`src/rtl/cache_mem_arbiter.sv`:
```
// Arbiter sharing one 32-bit burst memory port between the icache (reads)
// and the dcache (reads and buffered writes); one transaction in flight.
module cache_mem_arbiter #(
  parameter int unsigned LINE_WORDS = 4
) (
  input  logic                     clk,
  input  logic                     reset,
  input  logic                     ic_rd_req,
  input  logic [2:0]               ic_rd_type,
  input  logic [31:0]              ic_rd_addr,
  output logic                     ic_rd_rdy,
  output logic                     ic_ret_valid,
  output logic                     ic_ret_last,
  output logic [31:0]              ic_ret_data,
  input  logic                     dc_rd_req,
  input  logic [2:0]               dc_rd_type,
  input  logic [31:0]              dc_rd_addr,
  output logic                     dc_rd_rdy,
  output logic                     dc_ret_valid,
  output logic                     dc_ret_last,
  output logic [31:0]              dc_ret_data,
  input  logic                     dc_wr_req,
  input  logic [2:0]               dc_wr_type,
  input  logic [31:0]              dc_wr_addr,
  input  logic [3:0]               dc_wr_wstrb,
  input  logic [32*LINE_WORDS-1:0] dc_wr_data,
  output logic                     dc_wr_rdy,
  output logic                     mem_req,
  output logic                     mem_we,
  output logic [31:0]              mem_addr,
  output logic [1:0]               mem_len,
  output logic [1:0]               mem_size,
  output logic [3:0]               mem_strb,
  input  logic                     mem_ack,
  output logic                     mem_wvalid,
  output logic [31:0]              mem_wdata,
  output logic                     mem_wlast,
  input  logic                     mem_wready,
  input  logic                     mem_rvalid,
  input  logic [31:0]              mem_rdata,
  input  logic                     mem_rlast,
  input  logic                     mem_bvalid,
  output logic                     err
);

  localparam int unsigned LINE_BITS = 32 * LINE_WORDS;
  localparam logic [2:0]  TYPE_LINE = 3'b100;
  localparam logic [1:0]  LINE_LEN  = 2'(LINE_WORDS - 1);

  typedef enum logic [2:0] {IDLE, RADDR, RDATA, WADDR, WDATA, WRESP} state_t;
  typedef enum logic [1:0] {P_DW, P_DR, P_IR} ptr_t;

  state_t               state;
  ptr_t                 ptr;
  logic                 run;
  logic                 owner_ic;
  logic                 is_line;
  logic [1:0]           lane;
  logic [1:0]           cnt;
  logic [LINE_BITS-1:0] wbuf;

  logic        rd_from_ic;
  logic        rd_req_sel;
  logic [2:0]  rd_type_sel;
  logic [31:0] rd_addr_sel;
  logic [1:0]  widx;

  function automatic ptr_t ptr_succ(input ptr_t p);
    case (p)
      P_DW:    return P_DR;
      P_DR:    return P_IR;
      default: return P_DW;
    endcase
  endfunction

  // Read requester selected by the token (only meaningful when ptr != DW)
  assign rd_from_ic  = (ptr == P_IR);
  assign rd_req_sel  = rd_from_ic ? ic_rd_req  : dc_rd_req;
  assign rd_type_sel = rd_from_ic ? ic_rd_type : dc_rd_type;
  assign rd_addr_sel = rd_from_ic ? ic_rd_addr : dc_rd_addr;

  // Ready strobes come only from registered state; run keeps them low the first cycle out of reset
  assign dc_wr_rdy = run && (state == IDLE) && (ptr == P_DW);
  assign dc_rd_rdy = run && (state == IDLE) && (ptr == P_DR);
  assign ic_rd_rdy = run && (state == IDLE) && (ptr == P_IR);

  // Address and write phases decoded from the state register
  assign mem_req    = (state == RADDR) || (state == WADDR);
  assign mem_we     = (state == WADDR);
  assign widx       = is_line ? cnt : lane;
  assign mem_wvalid = (state == WDATA);
  assign mem_wlast  = (state == WDATA) && (cnt == mem_len);
  assign mem_wdata  = (state == WDATA) ? wbuf[{widx, 5'b0} +: 32] : 32'h0;

  // Read beats are forwarded to the owner with no added latency
  assign ic_ret_valid = (state == RDATA) && owner_ic && mem_rvalid;
  assign ic_ret_last  = ic_ret_valid && mem_rlast;
  assign ic_ret_data  = ic_ret_valid ? mem_rdata : 32'h0;
  assign dc_ret_valid = (state == RDATA) && !owner_ic && mem_rvalid;
  assign dc_ret_last  = dc_ret_valid && mem_rlast;
  assign dc_ret_data  = dc_ret_valid ? mem_rdata : 32'h0;

  // Arbitration FSM, captured request registers and sticky error
  always_ff @(posedge clk or posedge reset) begin
    if (reset) begin
      state    <= IDLE;
      ptr      <= P_DW;
      run      <= 1'b0;
      owner_ic <= 1'b0;
      is_line  <= 1'b0;
      lane     <= 2'b0;
      cnt      <= 2'b0;
      wbuf     <= '0;
      mem_addr <= 32'h0;
      mem_len  <= 2'b0;
      mem_size <= 2'b0;
      mem_strb <= 4'h0;
      err      <= 1'b0;
    end else begin
      run <= 1'b1;
      if ((mem_rvalid && state != RDATA) || (mem_bvalid && state != WRESP))
        err <= 1'b1;
      case (state)
        IDLE: begin
          cnt <= 2'b0;
          if (run) begin
            ptr <= ptr_succ(ptr);
            if (ptr == P_DW) begin
              if (dc_wr_req) begin
                state    <= WADDR;
                wbuf     <= dc_wr_data;
                mem_size <= 2'b10;
                if (dc_wr_type == TYPE_LINE) begin
                  is_line  <= 1'b1;
                  lane     <= 2'b0;
                  mem_addr <= {dc_wr_addr[31:4], 4'b0};
                  mem_len  <= LINE_LEN;
                  mem_strb <= 4'hf;
                end else begin
                  is_line  <= 1'b0;
                  lane     <= dc_wr_addr[3:2];
                  mem_addr <= {dc_wr_addr[31:2], 2'b0};
                  mem_len  <= 2'b0;
                  mem_strb <= dc_wr_wstrb;
                end
              end
            end else if (rd_req_sel) begin
              state    <= RADDR;
              owner_ic <= rd_from_ic;
              mem_strb <= 4'h0;
              if (rd_type_sel == TYPE_LINE) begin
                mem_addr <= {rd_addr_sel[31:4], 4'b0};
                mem_len  <= LINE_LEN;
                mem_size <= 2'b10;
              end else begin
                mem_addr <= rd_addr_sel;
                mem_len  <= 2'b0;
                mem_size <= rd_type_sel[1:0];
              end
            end
          end
        end
        RADDR: if (mem_ack) state <= RDATA;
        RDATA: begin
          if (mem_rvalid) begin
            if (mem_rlast) begin
              if (cnt != mem_len) err <= 1'b1;
              cnt   <= 2'b0;
              state <= IDLE;
            end else begin
              cnt <= cnt + 2'd1;
            end
          end
        end
        WADDR: if (mem_ack) state <= WDATA;
        WDATA: begin
          if (mem_wready) begin
            if (cnt == mem_len) begin
              cnt   <= 2'b0;
              state <= WRESP;
            end else begin
              cnt <= cnt + 2'd1;
            end
          end
        end
        WRESP: if (mem_bvalid) state <= IDLE;
        default: state <= IDLE;
      endcase
    end
  end

endmodule

```
`config.mk`:
```
export PLATFORM = sky130hd
export DESIGN_NAME = cache_mem_arbiter
export DESIGN_NICKNAME = d
export VERILOG_FILES = /design/src/rtl/cache_mem_arbiter.sv
export SDC_FILE = /design/constraint.sdc
export NUM_CORES = 1
export LEC_CHECK = 0
export BUFFER_PORTS_ARGS = -buffer_cell sky130_fd_sc_hd__buf_2
export CAP_MARGIN = 10
export CELL_PAD_IN_SITES_DETAIL_PLACEMENT = 0
export CELL_PAD_IN_SITES_GLOBAL_PLACEMENT = 1
export CORE_MARGIN = 8
export CORE_UTILIZATION = 35
export CTS_BUF_LIST = sky130_fd_sc_hd__clkbuf_8 sky130_fd_sc_hd__clkbuf_16
export DETAILED_ROUTE_END_ITERATION = 8
export PLACE_DENSITY = 0.86
export SETUP_SLACK_MARGIN = 0.05
export SKIP_CTS_REPAIR_TIMING = 1
export SLEW_MARGIN = 20
export SYNTH_ARGS = -nofsm -noshare
export SYNTH_HDL_FRONTEND = slang
export SYNTH_SLANG_ARGS = --single-unit
```
`constraint.sdc`:
```
create_clock -name clk -period 7.5 [get_ports clk]
set_input_delay 0.75 -clock clk [delete_from_list [all_inputs] [get_ports clk]]
set_output_delay 0.75 -clock clk [all_outputs]
set_load 0.05 [all_outputs]
```
# Word level (Yosys, flattened, before mapping)
# Index checks and enable logic that the tools add are counted.
[op_classes]
n_addsub = 1
eq_ne = 24
shift = 1
n_mux = 50
n_bitwise = 1
n_reduce_logical = 26
[ops]
columns = ["op", "n"]
rows = [
  ["32-bit 2-to-1 mux", 7],
  ["128-bit by 8-bit indexed part select with 32-bit output", 1],
  ["3-bit 2-to-1 mux", 12],
  ["2-bit 2-to-1 mux", 15],
  ["4-bit 2-to-1 mux", 6],
  ["3-bit one-hot mux with 6 select lines", 1],
  ["1-bit logical AND", 13],
  ["3-bit equality test, second input constant", 4],
  ["2-bit inequality test, second input constant", 6],
  ["4-bit AND reduction", 3],
  ["10-bit AND reduction", 1],
  ["1-bit 2-to-1 mux", 7],
  ["3-bit by 2-bit equality test with 1-bit output, second input constant", 2],
  ["2-bit by 1-bit inequality test with 1-bit output, second input constant", 3],
  ["3-bit by 2-bit inequality test with 1-bit output, second input constant", 2],
  ["3-bit inequality test, second input constant", 2],
  ["2-bit one-hot mux with 3 select lines", 1],
  ["2-bit one-hot mux with 2 select lines", 1],
  ["3-bit by 1-bit equality test with 1-bit output, second input constant", 1],
  ["3-bit logical NOT", 1],
  ["3-bit AND reduction", 1],
  ["3-bit nonzero test", 1],
  ["2-bit by 1-bit adder with 2-bit output, second input constant", 1],
  ["2-bit by 1-bit equality test with 1-bit output, second input constant", 1],
  ["9 further kinds", 10],
]
[totals]
ff_bits = 181
inputBits = 279
output_inout_bits = 148

# Depth between registers and ports, before layout
[depth]
word_depth = 8
mapped_depth = 7

# Worst setup path after synthesis
# Ideal clock, no wire load.
[synth_timing]
path_kind = "reg2out"
startpoint = "reg mem_len[0]"
endpoint = "out mem_wlast"
arrival_ns = 2.229
required_time_ns = 6.750
setup_slack_ns = 4.521
stages_incl_launch_ff = 3
n_path_buf = 0
path_cell_list = "dfrtp_1 or3_1 a21boi_0"
[synth_between]
elab_chain_len = 2
[synth_lines]
columns = ["item", "line", "text"]
rows = [
  ["start: declaration", "31", "output logic [1:0] mem_len,"],
  ["start signal: assignment", "115", "mem_len <= 2'b0;"],
  ["start signal: assignment", "137", "mem_len <= LINE_LEN;"],
  ["start signal: assignment", "143", "mem_len <= 2'b0;"],
  ["2-bit equality test", "92", "assign mem_wlast = (state == WDATA) && (cnt == mem_len);"],
  ["1-bit logical AND", "92", ""],
  ["end: declaration", "37", "output logic mem_wlast,"],
]
# No other way between the ends.

# Final worst setup path
[layout_timing]
startpoint = "reg state[1]"
endpoint = "out ic_ret_data[0]"
[layout_between]
elab_chain_len = 4
[layout_lines]
columns = ["item", "line", "text"]
rows = [
  ["start: declaration", "53", "state_t state;"],
  ["start signal: assignment", "106", "state <= IDLE;"],
  ["start signal: assignment", "130", "state <= WADDR;"],
  ["start signal: assignment", "148", "state <= RADDR;"],
  ["3-bit by 2-bit equality test with 1-bit output", "96", "assign ic_ret_valid = (state == RDATA) && owner_ic && mem_rvalid;"],
  ["1-bit logical AND (2 in a row)", "96", ""],
  ["32-bit 2-to-1 mux", "98", "assign ic_ret_data = ic_ret_valid ? mem_rdata : 32'h0;"],
  ["end: declaration", "14", "output logic [31:0] ic_ret_data,"],
]
# No other way between the ends.

==> flow_summary.json <==
{
  "ant_nets": 0,
  "area_growth_pct": 33.1,
  "yosysWarnings": 0,
  "p_sw_w": 0.00202,
  "post-route-period-util_pct": 47.9,
  "p_per_area_mw_per_mm2": 404,
  "synth.distinct_cells": 40,
  "whs_ns": 0.398,
  "synth.avg_cell_area_um2": 12.0,
  "vdd_drop_max_mv": 0.240,
  "avgViaCountPerCell": 4.82,
  "crit_family": "simple AND/OR/NAND/NOR gates",
  "leakage_nw": 6.09,
  "rsz0062_at_grt": "no",
  "synth_xor_area_share_pct": 0,
  "dpl_worst_slack_ns": 4.23,
  "synthSimpleGateAreaFrac_pct": 12.7,
  "crit_slowest_cell": "and3_1",
  "internal-power_w": 0.00285,
  "cp.buffers_inverters": 1,
  "startpoint_type": "flop",
  "fin_ws_ns": 3.91,
  "antenna_found_initial": 5,
  "hold_violations": 0,
  "gr-usage-all-layers_pct": 17.2,
  "post-route-min-period_ns": 3.59,
  "path_cells": "nor3b_1 -> and3_1 -> and2_1 -> buf_2",
  "swShare_pct": 41.5,
  "crit_fanout": 34,
  "place_hpwl_um": 21400,
  "cap_violations": 0,
  "setup_viol": 0,
  "comb_power_share_pct": 46.5,
  "clock-sinks": 180,
  "drc": 0,
  "htree_levels": 4,
  "clock_path_buffers": 2,
  "die_h_um": 177,
  "drtIter0Drc": 377,
  "netlist_instances": 751,
  "routed_wl_um": 27800,
  "std_cell_rows": 59,
  "crit_required_ns": 6.75,
  "ioPinCount": 427,
  "cts_root_buf": "clkbuf_16",
  "dp.cells": 1465,
  "fmax_ghz": 0.278,
  "syn_area_mm2": 0.00904,
  "ys_seq_elements": 180,
  "syn_nets": 1030,
  "cts_buffers": 17,
  "end_kind": "output pin",
  "grt_pass1_vias": 7562,
  "clk_latency_ns": 0.42,
  "fin_nets": 1428,
  "port_buffers": 424,
  "cts_tree": "done",
  "dieWidth_um": 177,
  "grt_pass1_wl_um": 42500,
  "grt_max_degree": 78,
  "stdcell_count": 1501,
  "clockPowerShare_pct": 18.6,
  "tightest_slew_ns": 1.05,
  "skew_ns": 0.0112,
  "outcome": "finished, final reports clean",
  "core-area_mm2": 0.0257,
  "slew_viol_final": 0,
  "initial_core_util_pct": 35.2,
  "route.vias.total": 7231,
  "post_drt_wl_per_cell_um": 18.5,
  "min_path_type": "input port to asynchronous set/reset pin",
  "pwr-share-seq_pct": 34.8,
  "die_area_mm2": 0.0312,
  "synth_mux_area_share_pct": 27.7,
  "crit_type": "flop to output pin",
  "crit_arrival_ns": 2.84,
  "slowest_delay_ns": 0.84,
  "place_congestion": 0.799,
  "setup_tns_ns": 0,
  "firstDrtPassIters": 4,
  "gr-total-overflow": 0,
  "synth_top_family_by_area": "multiplexers",
  "synth_compound_area_share_pct": 6.48,
  "drive_gt1_share_pct": 50.3,
  "relSlewSlack_pct": 29.8,
  "clk_pin_slew_ns": 0.08,
  "seq_area_frac_synth_pct": 49.8,
  "yosys.area_share.adder_pct": 0
}
==> synth_stat cells (all sizes together) <==
library cell    n  area share, %
o21ai          49            2.7
conb            1          0.041
clkbuf         20           0.83
nor2b           3           0.21
dfrtp         180             50
a32oi           2           0.19
a221o           1           0.11
nor3            4           0.22
o22ai           1          0.069
mux2          130             16
and2          100            6.9
and3            1          0.069
nor3b           5           0.42
inv             4           0.17
a21oi          34            1.9
a31oi           2           0.14
nor4b           3           0.46
a21o            6           0.50
nand3           4           0.28
a22oi           3           0.25
a21boi          1          0.083
nor4bb          1           0.11
o211ai          1          0.083
or2             1          0.069
a22o            3           0.29
mux4           32            8.0
nand2b          4           0.28
mux2i          32            3.5
or3             2           0.14
nor2           36            1.5
a211oi          2           0.17
buf            34            2.2
nand2          49            2.0
==> final timing paths <==
path | slack (ns) | cells after the start | from | to
worst max-delay path | 3.91 | 4 | state[1] | ic_ret_data[0]
worst max register to register | 4.22 | 5 | ptr[0] | wbuf[63]
min in group clk | 0.48 | 2 | mem_addr[6] | mem_addr[6]
worst min-delay path | 0.40 | 2 | reset | wbuf[121]
max in group asynchronous | 5.84 | 3 | reset | wbuf[117]
worst min register to register | 0.48 | 2 | mem_addr[6] | mem_addr[6]
==> per-layer routing <==
layer	up-vias	global-route usage, %	share of wire, %
met1	3502	21.3	41
met3	26	5.21	7.4
met4	2	5.71	1.5
met2	239	28.4	50
met5	-	0	0.047
li1	3462	-	-
==> worst reg2reg max path: stages, from the launching register on <==
cell	delay [ns]
dfrtp_2	0.34
buf_4	0.54
nor2_2	0.24
nand3_4	0.71
buf_4	0.87
mux2_2	0.44
==> registers in the layout, indices dropped and copies added (netlist names), 2 cells and up <==
| signal | count |
|---|---|
| wbuf | 128 |
| ptr | 2 |
| state | 3 |
| lane | 2 |
| mem_size | 2 |
| cnt | 2 |
| mem_addr | 32 |
| mem_strb | 4 |
==> cells by family (layout without fill, tap and decap cells) <==
logic type	count (synthesis)	after routing
other	1	5
buffers and inverters	58	469
flip-flops	180	180
multiplexers	194	194
AND/OR/NAND/NOR	213	213
AO/OA/AOI/OAI	105	105
==> cell type report <==
type / count / area [um^2]
tap: 335 / 419
fill: 2432 / 13700
inverter: 4 / 20.0
timing repair buffer: 433 / 2190
clock buffer: 17 / 425
multi-input combinational: 513 / 4280
clock inverter: 15 / 178
sequential: 180 / 4510
antenna: 4 / 10.0
==> power by group through the flow <==
stage	clock, W	sequential, W	combinational, W
floorplan	0	0.00193	0.00153
global placement	0	0.00168	0.00226
detailed placement	0	0.00171	0.00230
CTS	0.000931	0.00169	0.00230
global route	0.000974	0.00175	0.00245
finish	0.000907	0.00169	0.00226
==> metrics by stage <==
stage	total power (W)	util, %	instance area, um^2
finish	0.00486	46.8	12000
detailed placement	0.00401	44.5	11400
CTS	0.00492	46.8	12000
floorplan	0.00346	-	9040
global placement	0.00394	44.5	11400
global route	0.00518	46.8	12000
==> layout by cell type, fill, tap and decap left out, types with 3 or more instances in the layout <==
| cell type | synthesis | final |
|---|---|---|
| a21o_1 | 6 | 6 |
| a21oi_1 | 34 | 34 |
| a22o_1 | 3 | 3 |
| a22oi_1 | 3 | 3 |
| and2_1 | 100 | 100 |
| buf_2 | 20 | 424 |
| buf_4 | 7 | 9 |
| clkbuf_16 | 0 | 17 |
| clkinv_8 | 0 | 5 |
| dfrtp_1 | 180 | 178 |
| diode_2 | 0 | 4 |
| inv_1 | 4 | 3 |
| inv_6 | 0 | 6 |
| mux2_1 | 54 | 54 |
| mux2_2 | 76 | 76 |
| mux2i_1 | 32 | 30 |
| mux4_2 | 32 | 32 |
| nand2_1 | 49 | 49 |
| nand2b_1 | 4 | 4 |
| nand3_1 | 3 | 3 |
| nor2_1 | 35 | 34 |
| nor2b_1 | 3 | 3 |
| nor3_1 | 4 | 4 |
| nor3b_1 | 5 | 4 |
| o21ai_0 | 49 | 49 |
(Power assumes the default switching activity.)
